`config.mk`:
```
export PLATFORM = sky130hd
export DESIGN_NAME = quote_order_gen_flat
export DESIGN_NICKNAME = d
export VERILOG_FILES = /design/src/rtl/quote_order_gen_if.sv /design/src/rtl/quote_order_gen.sv /design/src/flat_wrapper.sv
export SDC_FILE = /design/constraint.sdc
export NUM_CORES = 1
export LEC_CHECK = 0
export BUFFER_PORTS_ARGS = -buffer_cell sky130_fd_sc_hd__clkbuf_2
export CORE_ASPECT_RATIO = 0.6
export CORE_UTILIZATION = 50
export CTS_BUF_LIST = sky130_fd_sc_hd__clkbuf_16
export CTS_CLUSTER_SIZE = 40
export DETAILED_ROUTE_END_ITERATION = 8
export PLACE_DENSITY_LB_ADDON = 0.1
export SLEW_MARGIN = 10
export SYNTH_ARGS = -nofsm -noshare
export SYNTH_HDL_FRONTEND = slang
export SYNTH_SLANG_ARGS = --single-unit
```
`constraint.sdc`:
```
create_clock -name i_clk -period 27.4 [get_ports i_clk]
set_input_delay 2.74 -clock i_clk [delete_from_list [all_inputs] [get_ports i_clk]]
set_output_delay 2.74 -clock i_clk [all_outputs]
set_load 0.02 [all_outputs]
```
`src/rtl/quote_order_gen_if.sv`:
```
// Quote-in / order-out signal bundle for quote_order_gen.
// The trading pipeline and the exchange-side encoder connect through the master modport.
interface quote_order_gen_if #(
  parameter int DATA_WIDTH = 32,
  parameter int NUM_STOCKS = 4
);
  localparam int ID_W = (NUM_STOCKS > 1) ? $clog2(NUM_STOCKS) : 1;

  logic [DATA_WIDTH-1:0] i_buy_price;
  logic [DATA_WIDTH-1:0] i_sell_price;
  logic [ID_W-1:0]       i_stock_id;
  logic                  i_data_valid;
  logic                  i_flush;
  logic                  o_order_valid;
  logic                  i_order_ready;
  logic                  o_order_side;
  logic [ID_W-1:0]       o_order_stock_id;
  logic [DATA_WIDTH-1:0] o_order_price;
  logic                  o_overflow;
  logic [15:0]           o_drop_count;

  modport master (
    output i_buy_price, i_sell_price, i_stock_id, i_data_valid, i_flush, i_order_ready,
    input  o_order_valid, o_order_side, o_order_stock_id, o_order_price, o_overflow, o_drop_count
  );

  modport slave (
    input  i_buy_price, i_sell_price, i_stock_id, i_data_valid, i_flush, i_order_ready,
    output o_order_valid, o_order_side, o_order_stock_id, o_order_price, o_overflow, o_drop_count
  );
endinterface

```
`src/rtl/quote_order_gen.sv`:
```
// Quote-to-order generator: keeps the last quote sent per stock and emits buy/sell orders
// only for new or moved quotes, through a first-word fall-through FIFO with registered head.
module quote_order_gen #(
  parameter int          DATA_WIDTH      = 32,
  parameter int          NUM_STOCKS      = 4,
  parameter int          FIFO_DEPTH      = 8,
  parameter int unsigned PRICE_THRESHOLD = 0
) (
  input  logic               i_clk,
  input  logic               i_reset,
  quote_order_gen_if.slave   bus
);
  localparam int ID_W  = (NUM_STOCKS > 1) ? $clog2(NUM_STOCKS) : 1;
  localparam int PTR_W = $clog2(FIFO_DEPTH);
  localparam int CNT_W = PTR_W + 1;
  localparam int DW1   = DATA_WIDTH + 1;

  typedef struct packed {
    logic                  side;
    logic [ID_W-1:0]       stock;
    logic [DATA_WIDTH-1:0] price;
  } entry_t;

  entry_t                mem_r [FIFO_DEPTH];
  logic [PTR_W-1:0]      wr_ptr_r;
  logic [PTR_W-1:0]      rd_ptr_r;
  logic [CNT_W-1:0]      count_r;
  logic [DATA_WIDTH-1:0] last_buy_r  [NUM_STOCKS];
  logic [DATA_WIDTH-1:0] last_sell_r [NUM_STOCKS];
  logic [NUM_STOCKS-1:0] tbl_valid_r;
  entry_t                head_r;
  logic                  head_valid_r;
  logic                  overflow_r;
  logic [15:0]           drop_count_r;

  logic [ID_W-1:0]       id_s;
  logic                  send_buy_s;
  logic                  send_sell_s;
  logic [1:0]            need_s;
  logic [1:0]            push_n_s;
  logic                  pop_s;
  logic                  live_s;
  logic                  accept_s;
  logic                  drop_s;
  logic [CNT_W:0]        room_s;
  logic [CNT_W-1:0]      remain_s;
  logic [CNT_W-1:0]      cnt_next_s;
  logic [PTR_W-1:0]      rd_ptr_n_s;
  entry_t                e0_s;
  entry_t                e1_s;
  entry_t                head_n_s;

  // Unsigned distance in DATA_WIDTH+1 bits so the subtraction can never wrap.
  function automatic logic moved(input logic [DATA_WIDTH-1:0] a, input logic [DATA_WIDTH-1:0] b);
    logic [DW1-1:0] d;
    if (a >= b) begin
      d = {1'b0, a} - {1'b0, b};
    end else begin
      d = {1'b0, b} - {1'b0, a};
    end
    return d > DW1'(PRICE_THRESHOLD);
  endfunction

  // Side decision, room check and next FIFO head.
  always_comb begin
    id_s        = bus.i_stock_id;
    send_buy_s  = !tbl_valid_r[id_s] || moved(bus.i_buy_price, last_buy_r[id_s]);
    send_sell_s = !tbl_valid_r[id_s] || moved(bus.i_sell_price, last_sell_r[id_s]);
    need_s      = {1'b0, send_buy_s} + {1'b0, send_sell_s};
    pop_s       = head_valid_r && bus.i_order_ready;
    room_s      = (CNT_W+1)'(FIFO_DEPTH) - {1'b0, count_r} + (CNT_W+1)'(pop_s);
    live_s      = bus.i_data_valid && !bus.i_flush;
    accept_s    = live_s && (need_s != 2'd0) && ((CNT_W+1)'(need_s) <= room_s);
    drop_s      = live_s && ((CNT_W+1)'(need_s) > room_s);
    push_n_s    = accept_s ? need_s : 2'd0;
    e0_s        = send_buy_s ? {1'b0, id_s, bus.i_buy_price} : {1'b1, id_s, bus.i_sell_price};
    e1_s        = {1'b1, id_s, bus.i_sell_price};
    remain_s    = count_r - CNT_W'(pop_s);
    cnt_next_s  = remain_s + CNT_W'(push_n_s);
    rd_ptr_n_s  = rd_ptr_r + PTR_W'(pop_s);
    // Once the FIFO drains, the first entry written this cycle becomes the head.
    if (remain_s != {CNT_W{1'b0}}) begin
      head_n_s = mem_r[rd_ptr_n_s];
    end else if (push_n_s != 2'd0) begin
      head_n_s = e0_s;
    end else begin
      head_n_s = '0;
    end
  end

  // Order storage; buy lands before sell so it is read out first.
  always_ff @(posedge i_clk) begin
    if (accept_s) begin
      mem_r[wr_ptr_r] <= e0_s;
      if (need_s == 2'd2) begin
        mem_r[wr_ptr_r + PTR_W'(1)] <= e1_s;
      end
    end
  end

  // FIFO pointers, last-quote table, registered head and drop accounting.
  always_ff @(posedge i_clk or posedge i_reset) begin
    if (i_reset) begin
      wr_ptr_r     <= '0;
      rd_ptr_r     <= '0;
      count_r      <= '0;
      tbl_valid_r  <= '0;
      head_r       <= '0;
      head_valid_r <= 1'b0;
      overflow_r   <= 1'b0;
      drop_count_r <= 16'h0000;
      for (int s = 0; s < NUM_STOCKS; s++) begin
        last_buy_r[s]  <= '0;
        last_sell_r[s] <= '0;
      end
    end else if (bus.i_flush) begin
      wr_ptr_r     <= '0;
      rd_ptr_r     <= '0;
      count_r      <= '0;
      tbl_valid_r  <= '0;
      head_r       <= '0;
      head_valid_r <= 1'b0;
      overflow_r   <= 1'b0;
    end else begin
      wr_ptr_r     <= wr_ptr_r + PTR_W'(push_n_s);
      rd_ptr_r     <= rd_ptr_n_s;
      count_r      <= cnt_next_s;
      head_r       <= head_n_s;
      head_valid_r <= (cnt_next_s != {CNT_W{1'b0}});
      overflow_r   <= drop_s;
      if (drop_s && (drop_count_r != 16'hFFFF)) begin
        drop_count_r <= drop_count_r + 16'd1;
      end else begin
        drop_count_r <= drop_count_r;
      end
      if (accept_s) begin
        if (send_buy_s) begin
          last_buy_r[id_s] <= bus.i_buy_price;
        end else begin
          last_buy_r[id_s] <= last_buy_r[id_s];
        end
        if (send_sell_s) begin
          last_sell_r[id_s] <= bus.i_sell_price;
        end else begin
          last_sell_r[id_s] <= last_sell_r[id_s];
        end
        tbl_valid_r[id_s] <= 1'b1;
      end else begin
        tbl_valid_r <= tbl_valid_r;
      end
    end
  end

  assign bus.o_order_valid    = head_valid_r;
  assign bus.o_order_side     = head_r.side;
  assign bus.o_order_stock_id = head_r.stock;
  assign bus.o_order_price    = head_r.price;
  assign bus.o_overflow       = overflow_r;
  assign bus.o_drop_count     = drop_count_r;
endmodule

```
`src/flat_wrapper.sv`:
```
// flat-port wrapper written by rule: the top's interface ports become plain ports
module quote_order_gen_flat 
#(
  parameter int          DATA_WIDTH      = 32,
  parameter int          NUM_STOCKS      = 4,
  parameter int          FIFO_DEPTH      = 8,
  parameter int unsigned PRICE_THRESHOLD = 0
)
  (i_clk, i_reset, bus_i_buy_price, bus_i_sell_price, bus_i_stock_id, bus_i_data_valid, bus_i_flush, bus_i_order_ready, bus_o_order_valid, bus_o_order_side, bus_o_order_stock_id, bus_o_order_price, bus_o_overflow, bus_o_drop_count);
  quote_order_gen_if #(.DATA_WIDTH(DATA_WIDTH), .NUM_STOCKS(NUM_STOCKS)) bus_i ();
  input  logic i_clk;
  input  logic i_reset;
  input wire logic [$bits(bus_i.i_buy_price)-1:0] bus_i_buy_price;
  input wire logic [$bits(bus_i.i_sell_price)-1:0] bus_i_sell_price;
  input wire logic [$bits(bus_i.i_stock_id)-1:0] bus_i_stock_id;
  input wire logic [$bits(bus_i.i_data_valid)-1:0] bus_i_data_valid;
  input wire logic [$bits(bus_i.i_flush)-1:0] bus_i_flush;
  input wire logic [$bits(bus_i.i_order_ready)-1:0] bus_i_order_ready;
  output wire logic [$bits(bus_i.o_order_valid)-1:0] bus_o_order_valid;
  output wire logic [$bits(bus_i.o_order_side)-1:0] bus_o_order_side;
  output wire logic [$bits(bus_i.o_order_stock_id)-1:0] bus_o_order_stock_id;
  output wire logic [$bits(bus_i.o_order_price)-1:0] bus_o_order_price;
  output wire logic [$bits(bus_i.o_overflow)-1:0] bus_o_overflow;
  output wire logic [$bits(bus_i.o_drop_count)-1:0] bus_o_drop_count;
  assign bus_i.i_buy_price = bus_i_buy_price;
  assign bus_i.i_sell_price = bus_i_sell_price;
  assign bus_i.i_stock_id = bus_i_stock_id;
  assign bus_i.i_data_valid = bus_i_data_valid;
  assign bus_i.i_flush = bus_i_flush;
  assign bus_i.i_order_ready = bus_i_order_ready;
  assign bus_o_order_valid = bus_i.o_order_valid;
  assign bus_o_order_side = bus_i.o_order_side;
  assign bus_o_order_stock_id = bus_i.o_order_stock_id;
  assign bus_o_order_price = bus_i.o_order_price;
  assign bus_o_overflow = bus_i.o_overflow;
  assign bus_o_drop_count = bus_i.o_drop_count;
  quote_order_gen #(.DATA_WIDTH(DATA_WIDTH), .NUM_STOCKS(NUM_STOCKS), .FIFO_DEPTH(FIFO_DEPTH), .PRICE_THRESHOLD(PRICE_THRESHOLD)) u_core (.i_clk(i_clk), .i_reset(i_reset), .bus(bus_i));
endmodule
```
== After elaboration in Yosys (flattened, before gate mapping) ==
Memories as Yosys holds them, arrays and structs flattened.
Cells that the tools add are included.

* Add/subtract/negate cells: 13
* Magnitude comparators: 10
* Equality and inequality tests: 2
* Mux-type cells: 37
* Bitwise logic cells: 3
* Reduce and logical (&&, ||, !) cells: 19

{| class="wikitable"
|+ Operator list
! kind !! count
|-
| $bwmux W128 || 4
|-
| $mux W128 || 2
|-
| $mux W32 || 5
|-
| $mux W35 || 4
|-
| $sub A32 B32 Y33 || 4
|-
| $bmux W32 S2 || 2
|-
| $gt A33 B1 Y1 const B || 2
|-
| $mux W33 || 2
|-
| $demux W32 S2 || 1
|-
| $ge A32 B32 Y1 || 2
|-
| $add A16 B1 Y16 const B || 1
|-
| $ne A16 B16 Y1 const B || 1
|-
| $mux W4 || 3
|-
| $mux W1 || 9
|-
| $logic_and A1 B1 Y1 || 8
|-
| $reduce_bool A4 Y1 || 2
|-
| $mux W3 || 2
|-
| $reduce_bool A2 Y1 || 3
|-
| $add A5 B1 Y5 || 1
|-
| $gt A2 B5 Y1 || 1
|-
| $le A2 B5 Y1 || 1
|-
| $sub A4 B4 Y5 const A || 1
|-
| $add A4 B2 Y4 || 1
|-
| $or A4 B4 Y4 || 1
|-
| 18 further kinds || 21
|}

* Bits in registers: 323
* Bits in writable memories: 280
* Input bits: 71
* Output and inout port bits: 53
* Word-level logic and storage cells: 103
* Memories kept: 1

{| class="wikitable"
|+ Memories
! name !! words !! bits a word !! rd ports !! clocked after memory_dff !! wr ports !! line !! RTL
|-
| u_core.mem_r || 8 || 35 || 1 || 0 || 2 || quote_order_gen.sv:24 || <nowiki>entry_t mem_r [FIFO_DEPTH];</nowiki>
|}

== Longest topological paths before layout ==
* Depth in word-level cells: 17
* Gate-level depth with buffers: 35

== Worst setup path after synthesis ==
No wires, ideal clock.

* Path kind: in2reg
* From: input bus_i_stock_id[0]
* To: memory u_core.mem_r[1][0] (netlist name), enable pin
* Setup time: 0.440 ns
* Arrival: 11.087 ns
* Path slack: 15.873 ns
* Cell stages on the path: 23
* Path through: clkbuf_1 buf_1 buf_1 mux4_2 ha_1 nor2b_1 o31a_1 o211ai_1 a21boi_2 or4_1 o2111ai_1 o211ai_1 or4b_1 nor4_4 nand4_1 or4_1 ha_1 ha_1 a21oi_1 a211oi_1 or3_1 clkbuf_1 a21oi_1

{| class="wikitable"
|+ RTL lines
! element !! line !! RTL
|-
| start, declared || flat_wrapper.sv:15 || <nowiki>input wire logic [$bits(bus_i.i_stock_id)-1:0] bus_i_stock_id;</nowiki>
|-
| end, declared || quote_order_gen.sv:24 ||
|}

==> impl_metrics.yaml <==
run_status:
  run_status: "finished, final reports clean"
power:
  cell_internal_pwr_mw: 2.516
  seq_power_share_pct: 30.6
  total_switching_power_mw: 1.875
  power.density_nw_per_um2: 109.8
  leakagePower_nw: 16.14
  clock_power_share_pct: 18.2
  comb_power_share_pct: 51.2
  totalPowerFinal_mw: 4.391
  vdd_ir_drop_max_uv: 96.75
  power_switching_share_pct: 42.70
clocking:
  clk_transition_reported_paths_ns: 0.07
  post_cts.repair.setup_buffers: 0
  clock_sinks: 603
  cts.root.buffer_cell: "sky130_fd_sc_hd__clkbuf_16"
  cts.hold.buffers_added: 0
  insertion_delay_ns: 0.66
  ctsResizeCount: 0
  ctsLongestPathBuffers: 3
  numCtsBuffers: 56
  tritoncts: "built"
  htree_num_levels: 2
yosys:
  mappedNetlistArea_um2: 37040
  synth_cells: 3209
  synth_seq_area_share_pct: 44.31
  synth_nets: 3424
  synth_enable_flop_cells: 272
  yosys_most_used_dff: "sky130_fd_sc_hd__dfrtp_1"
  synthArstFlopShare_pct: 53.57
  synth_cell_type_count: 97
  synth.top_cell.area_share_pct: 22.05
  synth_area_per_cell_um2: 11.54
  main_area_contributors_after_synthesis: "sky130_fd_sc_hd__edfxtp_1 (22%), sky130_fd_sc_hd__dfrtp_1 (22%), sky130_fd_sc_hd__mux4_2 (8.2%), sky130_fd_sc_hd__a22o_1 (6.1%), sky130_fd_sc_hd__mux2_4 (4.9%)"
  synth.ff_latch_count: 603
  yosysWarningCount: 0
  yosysTopAreaCell: "sky130_fd_sc_hd__edfxtp_1"
timing:
  worst_pin_slew_ns: 1.226
  final_max_slew_viol_count: 0
  grt_setup_unrepaired: "false"
  final_period_minus_worst_setup_slack_ns: 12.87
  holdWs_ns: 0.4764
  finalCritPeriodShare_pct: 46.98
  final-setup-viol-count: 0
  final_critical_path_setup_slack_ns: 14.53
  fin_worst_skew_ns: 0.02363
  max_freq_mhz: 77.68
  setup_total_negative_slack_ns: 0
  hold_violations: 0
  max-slew-margin-rel_pct: 17.66
final_layout:
  area_growth_syn_to_layout_pct: 7.955
  final_cell_count_no_fill: 4185
  antenna-diode-count: 0
  layout-drive-gt1-share_pct: 22.65
  fillerInstances: 6148
  final_net_count: 3377
placed_design:
  io_buffers: 123
  finalWeightedCongestion: 1.028
  dpl_worst_slack_ns: 14.13
  place.detailed.instances: 4079
  dp.final_hpwl_um: 81480
floorplan:
  boundaryPins: 124
  coreArea_um2: 72550
  die_height_um: 212.8
  start_util_pct: 51.05
  chipWidth_um: 353.4
  dieArea_um2: 75210
  placementRows: 76
global_routing:
  first_global_vias: 26190
  overflow: 0
  grt_max_degree: 153
  grt_antenna_before_repair: 2
  grt_first_pass_wirelength_um: 178600
  grt_util_all_layers_pct: 31.87
route:
  vias_per_cell: 6.697
  route.vias.total: 28030
  drt_iter0_drc: 3561
  finalWirelength_um: 119900
  antenna_left: 0
  routed_len_inst_um: 28.65
  drt_drc_violations_left: 0
  detail_route.first_pass.iterations: 6
worst_setup_path:
  critical_path_required_ns: 27.91
  worst_setup_path_start_kind: "primary input"
  r2r_slack_ns: 17.03
  worstSetupEndpointType: "register"
  critical_path_class: "in -> reg"
  critical_path_arrival_ns: 13.39
  timing.critical_path.fanout_max: 39
flow_run:
  drv.max_cap_violation_count: 0
hold_path:
  min_path_type: "reg -> reg"
[area by class of cell]
cell class	count	area [um2]	share of cell area [%]
inverter	174	660.6	1.652
multi-input combinational	2155	18840	47.13
clock buffer	58	1451	3.630
timing repair buffer	172	1001	2.503
sequential	603	16410	41.04
tap	975	1220	3.051
clock inverter	48	397.9	0.9951
[registers in the layout, indices dropped and copies added, names as in the netlist]
register and cells:
u_core.bus.o_drop_count 16, u_core.bus.o_order_stock_id 2, u_core.bus.o_order_price 32, u_core.tbl_valid_r 4
u_core.count_r 4, u_core.last_buy_r 128, u_core.bus.o_order_valid 1, u_core.rd_ptr_r 3
u_core.bus.o_order_side 1, u_core.bus.o_overflow 1, u_core.mem_r 280, u_core.wr_ptr_r 3
u_core.last_sell_r 128
[Yosys cell counts, drive strengths merged (15+ instances only)]
| library cell | number |
|---|---|
| xnor2 | 39 |
| and3 | 16 |
| nand2 | 231 |
| nand4 | 69 |
| xor2 | 34 |
| nor4 | 24 |
| or3 | 21 |
| clkbuf | 148 |
| nor3 | 33 |
| inv | 174 |
| nand3 | 79 |
| dfrtp | 323 |
| mux2 | 260 |
| mux4 | 135 |
| a21o | 20 |
| edfxtp | 272 |
| o21ai | 90 |
| or2 | 15 |
| a21oi | 174 |
| buf | 129 |
| o21bai | 18 |
| a22o | 260 |
| o211ai | 50 |
| o31ai | 20 |
| o21a | 22 |
| ha | 143 |
| and2 | 27 |
| nor2 | 132 |
| a31oi | 49 |
[cells in the final DEF (no fill, tap or decap), types with 9 or more instances in the layout]
cell	instances
sky130_fd_sc_hd__or3_1	21
sky130_fd_sc_hd__a31oi_1	49
sky130_fd_sc_hd__mux4_2	135
sky130_fd_sc_hd__and3_1	16
sky130_fd_sc_hd__or2_2	15
sky130_fd_sc_hd__xor2_1	33
sky130_fd_sc_hd__a21oi_1	169
sky130_fd_sc_hd__a221oi_1	10
sky130_fd_sc_hd__mux2_2	140
sky130_fd_sc_hd__mux2_4	120
sky130_fd_sc_hd__mux2i_1	10
sky130_fd_sc_hd__xnor2_1	38
sky130_fd_sc_hd__nand2b_1	13
sky130_fd_sc_hd__nor2_1	128
sky130_fd_sc_hd__edfxtp_1	272
sky130_fd_sc_hd__clkbuf_2	121
sky130_fd_sc_hd__and2_1	26
sky130_fd_sc_hd__clkinv_2	10
sky130_fd_sc_hd__nor3_1	33
sky130_fd_sc_hd__ha_1	141
sky130_fd_sc_hd__a211oi_1	11
sky130_fd_sc_hd__o31ai_4	12
sky130_fd_sc_hd__clkbuf_16	58
sky130_fd_sc_hd__a21o_1	20
sky130_fd_sc_hd__buf_4	50
sky130_fd_sc_hd__nor4_1	22
sky130_fd_sc_hd__inv_1	185
sky130_fd_sc_hd__nand4_1	67
sky130_fd_sc_hd__o21a_1	22
sky130_fd_sc_hd__o21ai_0	84
sky130_fd_sc_hd__a22o_1	260
sky130_fd_sc_hd__o211ai_1	50
sky130_fd_sc_hd__dfrtp_1	323
sky130_fd_sc_hd__nor2b_1	14
sky130_fd_sc_hd__nand2_1	230
sky130_fd_sc_hd__nand3_1	78
sky130_fd_sc_hd__o221ai_1	9
sky130_fd_sc_hd__o21bai_1	18
[per-stage QoR]
step | cell area, um2 | utilization [%]
after floorplan | 37040 | -
after global placement | 38130 | 52.55
after detailed placement | 38130 | 52.55
after CTS | 39980 | 55.10
after global routing | 39990 | 55.11
final | 39990 | 55.11
[kinds of logic (layout without fill, tap and decap cells)]
logic type	Yosys count	in the layout	synth area share (%)
AO/OA/AOI/OAI	810	810	16.17
AND/OR/NAND/NOR	723	723	9.847
flip-flops	603	603	44.31
buffers and inverters	451	452	5.466
multiplexers	405	405	17.60
adder cells (fa/ha/maj)	144	144	4.885
XOR/XNOR	73	73	1.726
[per-layer routing]
layer  vias up  GRT usage [%]  part of all wire (%)  routed length, um
met4         0          5.613                   1.7               1997
met5         -              0                     0                  0
li1      12060              -                     -                  -
met1     14270          53.15                    48              58100
met2      1544          41.85                    39              47000
met3       154          6.368                    11              12810
[power by group through the flow]
stage / registers [mW] / logic, mW / clock network [mW]
2_1_floorplan: 1.33 / 1.56 / 0
3_3_place_gp: 1.34 / 2.16 / 0
3_5_place_dp: 1.35 / 2.18 / 0
4_1_cts: 1.34 / 2.19 / 0.814
5_1_grt: 1.37 / 2.41 / 0.850
6_report: 1.34 / 2.25 / 0.801
[worst max-delay path: stages]
cell                        delay, ns
sky130_fd_sc_hd__buf_4           0.56
sky130_fd_sc_hd__mux4_2          0.61
sky130_fd_sc_hd__ha_1            0.55
sky130_fd_sc_hd__nand4_1         0.30
sky130_fd_sc_hd__nor3_1          0.37
sky130_fd_sc_hd__o211ai_1        0.41
sky130_fd_sc_hd__a21boi_2        0.65
sky130_fd_sc_hd__nor2_2          0.29
sky130_fd_sc_hd__buf_4           0.24
sky130_fd_sc_hd__o2111ai_1       0.23
sky130_fd_sc_hd__o211ai_1        0.16
sky130_fd_sc_hd__or4b_1          0.59
sky130_fd_sc_hd__nor4_4          0.39
sky130_fd_sc_hd__nand4_1         0.15
sky130_fd_sc_hd__or4_1           0.61
sky130_fd_sc_hd__ha_1            0.30
sky130_fd_sc_hd__ha_1            0.36
sky130_fd_sc_hd__a21oi_1         0.29
sky130_fd_sc_hd__a211oi_1        0.10
sky130_fd_sc_hd__nor3_1          1.00
sky130_fd_sc_hd__nand2_1         0.75
sky130_fd_sc_hd__nor3b_4         0.79
sky130_fd_sc_hd__buf_4           0.54
sky130_fd_sc_hd__a22o_1          0.22
[worst paths after layout]
path,from,end,depth (start not counted)
min reg2reg,u_core.mem_r[6][34],u_core.mem_r[6][34],2
min in group asynchronous,i_reset,u_core.last_buy_r[42],2
min,u_core.mem_r[6][34],u_core.mem_r[6][34],2
max in group asynchronous,i_reset,u_core.last_buy_r[89],3
max,bus_i_stock_id[0],u_core.mem_r[3][5],24
max reg2reg,u_core.last_sell_r[9],u_core.mem_r[3][5],23
No activity file was read; power rests on OpenSTA's default activity.
